[src/rtl/mult4_shift_add_pkg.sv]
// Shared constants for the shift-and-add multiplier: operand sizes, iteration count, FSM states.
package mult4_shift_add_pkg;

  localparam int OP_W       = 4;
  localparam int PROD_W     = 2 * OP_W;
  localparam int ITER_COUNT = 4;

  // 2'd3 is unused; the FSM treats it as idle.
  typedef enum logic [1:0] {
    ST_IDLE = 2'd0,
    ST_RUN  = 2'd1,
    ST_DONE = 2'd2
  } state_t;

endpackage

[src/rtl/mult4_shift_add_if.sv]
// Request/response bundle for mult4_shift_add: start with operands in, status and product out.
interface mult4_shift_add_if;
  import mult4_shift_add_pkg::*;

  logic              start;
  logic [OP_W-1:0]   a;
  logic [OP_W-1:0]   b;
  logic              ready;
  logic              busy;
  logic              done;
  logic [PROD_W-1:0] product;

  modport master (output start, a, b, input ready, busy, done, product);
  modport slave  (input start, a, b, output ready, busy, done, product);

endinterface

[src/rtl/fulladder4.sv]
// 4-bit ripple-carry adder: {co,sum} = a + b + cin.
// Purely combinational, no storage and no flow control.
module fulladder4 (
  input  logic [3:0] a,
  input  logic [3:0] b,
  input  logic       cin,
  output logic [3:0] sum,
  output logic       co
);

  logic [4:0] c;

  assign c[0] = cin;

  for (genvar i = 0; i < 4; i++) begin : g_bit
    assign sum[i]   = a[i] ^ b[i] ^ c[i];
    assign c[i+1]   = (a[i] & b[i]) | (c[i] & (a[i] ^ b[i]));
  end

  assign co = c[4];

endmodule

[src/rtl/mult4_shift_add.sv]
// 4x4 unsigned shift-and-add multiplier; product 5 cycles after the start edge (done pulse).
// start accepted only while ready; requests during RUN/DONE are dropped, not queued.
module mult4_shift_add
  import mult4_shift_add_pkg::*;
#(
  parameter int WIDTH = 4
) (
  input logic              clk,
  input logic              rst_n,
  mult4_shift_add_if.slave bus
);

  if (WIDTH != OP_W) begin : g_width_chk
    $error("mult4_shift_add: WIDTH must be 4 to match fulladder4");
  end

  localparam logic [1:0] LAST_CNT = 2'(ITER_COUNT - 1);

  state_t            state_q, state_d;
  logic [OP_W-1:0]   mcand_q, mcand_d;
  logic [PROD_W-1:0] p_q, p_d, p_iter;
  logic [PROD_W-1:0] product_q, product_d;
  logic [1:0]        count_q, count_d;
  logic [OP_W-1:0]   sum;
  logic              co;

  fulladder4 u_add (
    .a   (p_q[7:4]),
    .b   (mcand_q),
    .cin (1'b0),
    .sum (sum),
    .co  (co)
  );

  // Carry-out lands in bit 7 so the 8-bit result stays exact.
  assign p_iter = p_q[0] ? {co, sum, p_q[3:1]} : {1'b0, p_q[7:4], p_q[3:1]};

  always_comb begin
    state_d   = state_q;
    mcand_d   = mcand_q;
    p_d       = p_q;
    product_d = product_q;
    count_d   = count_q;
    case (state_q)
      ST_RUN: begin
        p_d     = p_iter;
        count_d = count_q + 2'd1;
        if (count_q == LAST_CNT) begin
          state_d   = ST_DONE;
          product_d = p_iter;
        end
      end
      ST_DONE: state_d = ST_IDLE;
      default: begin
        if (bus.start) begin
          state_d = ST_RUN;
          mcand_d = bus.a;
          p_d     = {4'b0, bus.b};
          count_d = 2'd0;
        end
      end
    endcase
  end

  always_ff @(posedge clk or negedge rst_n) begin
    if (!rst_n) begin
      state_q   <= ST_IDLE;
      mcand_q   <= '0;
      p_q       <= '0;
      product_q <= '0;
      count_q   <= '0;
    end else begin
      state_q   <= state_d;
      mcand_q   <= mcand_d;
      p_q       <= p_d;
      product_q <= product_d;
      count_q   <= count_d;
    end
  end

  assign bus.ready   = (state_q != ST_RUN) && (state_q != ST_DONE);
  assign bus.busy    = (state_q == ST_RUN);
  assign bus.done    = (state_q == ST_DONE);
  assign bus.product = product_q;

endmodule

[src/flat_wrapper.sv]
// flat-port wrapper written by rule: the top's interface ports become plain ports
module mult4_shift_add_flat import mult4_shift_add_pkg::*;
#(
  parameter int WIDTH = 4
)
  (clk, rst_n, bus_start, bus_a, bus_b, bus_ready, bus_busy, bus_done, bus_product);
  mult4_shift_add_if bus_i ();
  input logic clk;
  input logic rst_n;
  input wire logic [$bits(bus_i.start)-1:0] bus_start;
  input wire logic [$bits(bus_i.a)-1:0] bus_a;
  input wire logic [$bits(bus_i.b)-1:0] bus_b;
  output wire logic [$bits(bus_i.ready)-1:0] bus_ready;
  output wire logic [$bits(bus_i.busy)-1:0] bus_busy;
  output wire logic [$bits(bus_i.done)-1:0] bus_done;
  output wire logic [$bits(bus_i.product)-1:0] bus_product;
  assign bus_i.start = bus_start;
  assign bus_i.a = bus_a;
  assign bus_i.b = bus_b;
  assign bus_ready = bus_i.ready;
  assign bus_busy = bus_i.busy;
  assign bus_done = bus_i.done;
  assign bus_product = bus_i.product;
  mult4_shift_add #(.WIDTH(WIDTH)) u_core (.clk(clk), .rst_n(rst_n), .bus(bus_i));
endmodule
[config.mk]
export PLATFORM = sky130hd
export DESIGN_NAME = mult4_shift_add_flat
export DESIGN_NICKNAME = d
export VERILOG_FILES = /design/src/rtl/mult4_shift_add_pkg.sv /design/src/rtl/mult4_shift_add_if.sv /design/src/rtl/fulladder4.sv /design/src/rtl/mult4_shift_add.sv /design/src/flat_wrapper.sv
export SDC_FILE = /design/constraint.sdc
export NUM_CORES = 1
export LEC_CHECK = 0
export ABC_AREA = 1
export CAP_MARGIN = 20
export CORE_ASPECT_RATIO = 1.2
export CORE_MARGIN = 1
export CORE_UTILIZATION = 50
export DETAILED_ROUTE_END_ITERATION = 10
export GPL_TIMING_DRIVEN = 0
export PLACE_DENSITY = 0.87
export SETUP_SLACK_MARGIN = 0.02
export SYNTH_ARGS = -nofsm -noshare
export SYNTH_HDL_FRONTEND = slang
export SYNTH_SLANG_ARGS = --single-unit
[constraint.sdc]
create_clock -name clk -period 2.6 [get_ports clk]
set_input_delay 0.52 -clock clk [delete_from_list [all_inputs] [get_ports clk]]
set_output_delay 0.52 -clock clk [all_outputs]
set_load 0.005 [all_outputs]
After elaboration in Yosys (flattened, before gate mapping) --
Index checks and enable logic that the tools add are counted. Widths: inputs -> output; s select.
Operators by class: add/subtract/negate cells 1, eq/ne operators 6, multiplexer cells 8, bitwise logic cells 19, reductions and logical operators 8
Operators by type and width (number):
- $mux 8 | 2
- $pmux 8 s2 | 1
- $pmux 2 s2 | 2
- $reduce_and 2->1 | 4
- $and 1x1->1 | 7
- $xor 1x1->1 | 7
- $mux 2 | 3
- $eq 2x2->1 const B | 2
- $ne 2x1->1 const B | 2
- $or 1x1->1 | 3
- $reduce_bool 3->1 | 1
- $add 2x1->2 const B | 1
- $eq 2x1->1 const B | 1
- $ne 2x2->1 const B | 1
- $not 1->1 | 2
- $reduce_bool 2->1 | 1
- $reduce_or 2->1 | 1
- $logic_and 1x1->1 | 1
Word-level totals: register bits 24, logic and storage cells 47

Depth between registers and ports, before layout --
depth after elaboration 9, mapped depth 10, mapped depth without buffers 10

By module --
A second synthesis with hierarchy kept.
Unflattened totals: cell total of the unflattened synthesis 147, area, all modules 1231.2 sq um
By module, submodules not included:
- mult4_shift_add | times used 1, cells each 133, area an instance 1113.6 sq um, seq. area each 600.6 sq um
- fulladder4 | times used 1, cells each 14, area an instance 117.6 sq um, seq. area each 0.0 sq um

Least setup slack after synthesis --
No wires, ideal clock.
kind reg-to-reg, start point reg u_core.p_q[4], end point reg u_core.p_q[6], library setup time 0.117 ns, arrival time 1.934 ns, slack 0.549 ns, stages on the path, launching flop included 11, buffers on the path 0, path through dfrtp_1 ha_1 inv_1 fa_1 fa_1 inv_1 fa_1 nand2_1 nand2_1 nand3_1 nand2_1
On the way: word-level cells in the longest chain between the ends 8
RTL lines:
- start, declared | RTL line mult4_shift_add.sv:21 | logic [PROD_W-1:0] p_q, p_d, p_iter;
- start signal, assigned | RTL line mult4_shift_add.sv:75 | p_q <= p_d;
- $and 1x1->1 (2 in a row) | RTL line fulladder4.sv:17 | assign c[i+1] = (a[i] & b[i]) | (c[i] & (a[i] ^ b[i]));
- $or 1x1->1 | RTL line fulladder4.sv:17
- $and 1x1->1 | RTL line fulladder4.sv:17
- $or 1x1->1 | RTL line fulladder4.sv:17
- $xor 1x1->1 | RTL line fulladder4.sv:16 | assign sum[i] = a[i] ^ b[i] ^ c[i];
- $mux 8 | RTL line mult4_shift_add.sv:36 | assign p_iter = p_q[0] ? {co, sum, p_q[3:1]} : {1'b0, p_q[7:4], p_q[3:1]};
- $pmux 8 s2 | RTL line mult4_shift_add.sv:44 | case (state_q)
Every way passes these cells. A chain may end at the register's enable or synchronous reset.

Final worst setup path --
Same ends and word-level chain as after synthesis.

==> qor.yml <==
postRouteAntennaNets: 0
syn-num-nets: 155
finalCritPeriodShare: 0.854
yosys_warnings: 0
rsz0062_at_grt: "false"
synth.most_common_cell: "nand2_1"
final_util: 0.659
fin_cells: 193
ir_worst_vdd_uv: 602
cts_resized: 0
power_leakage_nw: 0.742
total_power_mw: 1.52
use_met2: 0.315
synth.top_cell.area_share: 0.505
power.internal_mw: 0.920
busiest_layer: "met2"
cts_tree: "yes"
design.portCount: 22
synth-edff-count: 0
drt-total-wl_mm: 2.18
setup_viol: 0
synth_area_leaders: "dfrtp_1 51%, nand2_1 16%, fa_1 5.1%"
swShare: 0.394
clock_path_buffers: 2
nFillCells: 169
relSlewSlack: 0.749
multi_input_area_um2: 504
cp.arrival_ps: 2440
met3_usage: 0.0392
fp-row-count: 19
wl_per_cell_um: 11.3
setup.worst_path.end_class: "flip-flop"
grt_pass1_vias: 902
drv_slew: 0
clock-skew-final_ps: 3.68
netlist_area_um2: 1190
cap_violations: 0
seqPwrFrac: 0.398
clk_latency_ps: 320
required_ps: 2820
antenna_found_initial: 0
syn_avg_cell_area_um2: 8.68
htree_levels: 1
clock_sinks: 24
initial_core_util: 0.526
diodes: 0
vias: 952
routabilityCongestion: 0.762
switching_power_mw: 0.599
synthCells: 137
hpwl_mm: 1.64
worstMarginPinSlew_ps: 377
grt_pass1_wl_mm: 3.62
ys_async_sr_fraction: 1.00
die_x_um: 46.5
place_inst: 189
regArea_um2: 601
viasPerCell: 4.93
ys_seq_area_frac: 0.505
root_buffer: "clkbuf_4"
yosysTopAreaCell: "dfrtp_1"
tns_ps: 0
critPathMaxFanout: 3
finalHoldViolations: 0
cts_hold_buf: 0
clockPowerShare: 0.107
cts_buffers: 3
use_met1: 0.242
grt_max_degree: 25
final_nets: 182
die_y_um: 55.4
synthDistinctLibCells: 17
cts.clk_slew.worst_paths_ps: 120
drc_errors: 0
p_comb_frac: 0.495
drt-pass1-iter-count: 4
area_growth_pct: 25.2
overflow: 0
ys_dominant_reg_cell: "dfrtp_1"
whs_ps: 456
core_um2: 2260
max_clock_freq_mhz: 450
cp-start-kind: "flip-flop"
drive_gt1_frac: 0.0802
path_class: "reg2reg"
dieArea_um2: 2580
power_density_nw_per_um2: 1020
grt_use_total: 0.196
io_buffers: 21
synth-seq-cells: 24
drtIter0Drc: 28
synth_commonest_cells: "52 x nand2_1, 24 x dfrtp_1, 15 x inv_1"
period_minus_slack_ps: 2220
status: "finished clean"
post_cts_buffers: 0
hp-class: "in2async"
[metrics by stage]
step	area, um^2	setup slack (ps)
after floorplan	1190	549
after global placement	1440	460
after detailed placement	1440	385
after CTS	1460	376
after global routing	1490	272
final	1490	379
[cell usage in the layout, fill, tap and decap left out]
cell type,count
o21a_1,1
nor2_4,2
o21ai_2,1
nand2_1,52
inv_1,15
buf_6,2
ha_1,4
buf_16,1
fa_1,3
nand2_2,1
clkdlybuf4s50_1,21
nand3_1,10
or2_2,2
a21oi_1,2
clkbuf_4,3
buf_2,1
o21ai_1,3
dfrtp_1,24
o21ai_0,11
nor2_1,3
[per-layer routing]
layer	vias to the layer above	routed length (um)	share of wire
li1	482	-	-
met2	25	1080	0.50
met1	440	978	0.45
met4	0	40	0.018
met3	5	77	0.035
met5	-	0	0
[critical path, cell delays in order (launching register included)]
cell	delay, ps
dfrtp_1	400
ha_1	170
inv_1	50
fa_1	380
fa_1	360
inv_1	80
fa_1	410
nand2_1	70
nand2_1	60
nand3_1	90
nand2_1	60
[kinds of logic after synthesis]
group / count (synthesis) / synth area share
buf+inv: 18 / 0.0705
flops: 24 / 0.505
compound gates: 18 / 0.0811
simple gates: 70 / 0.251
fa+ha+maj: 7 / 0.0926
[state kept, by name, indices dropped and copies added (netlist names)]
register / flops
u_core.mcand_q: 4
u_core.bus.product: 8
u_core.p_q: 8
u_core.count_q: 2
u_core.state_q: 2
[power by group through the flow]
| stage | Combinational (mW) | Clock, mW | Sequential, mW |
|---|---|---|---|
| floorplan | 0.495 | 0 | 0.597 |
| global placement | 0.721 | 0 | 0.602 |
| detailed placement | 0.753 | 0 | 0.613 |
| CTS | 0.757 | 0.162 | 0.604 |
| global route | 0.855 | 0.177 | 0.621 |
| finish | 0.752 | 0.163 | 0.604 |
[cell type report]
class | instances | share of cell area
Sequential cell | 24 | 0.404
Multi-Input combinational cell | 95 | 0.339
Timing Repair Buffer | 22 | 0.160
Inverter | 15 | 0.0378
Tap cell | 31 | 0.0261
Buffer | 3 | 0.0185
Clock buffer | 3 | 0.0151
[final timing paths]
check,startpoint,endpoint,slack (ps),cells past startpoint
max in group asynchronous,rst_n,u_core.p_q[7]$_DFFE_PN0P_,1730,2
worst min-delay path,rst_n,u_core.bus.product[1]$_DFFE_PN0P_,460,1
min in group clk,u_core.bus.product[6]$_DFFE_PN0P_,u_core.bus.product[6]$_DFFE_PN0P_,500,2
worst min register to register,u_core.bus.product[6]$_DFFE_PN0P_,u_core.bus.product[6]$_DFFE_PN0P_,500,2
worst max register to register,u_core.p_q[4]$_DFFE_PN0P_,u_core.p_q[6]$_DFFE_PN0P_,380,10
worst max-delay path,u_core.p_q[4]$_DFFE_PN0P_,u_core.p_q[6]$_DFFE_PN0P_,380,10
(Power assumes the default switching activity.)
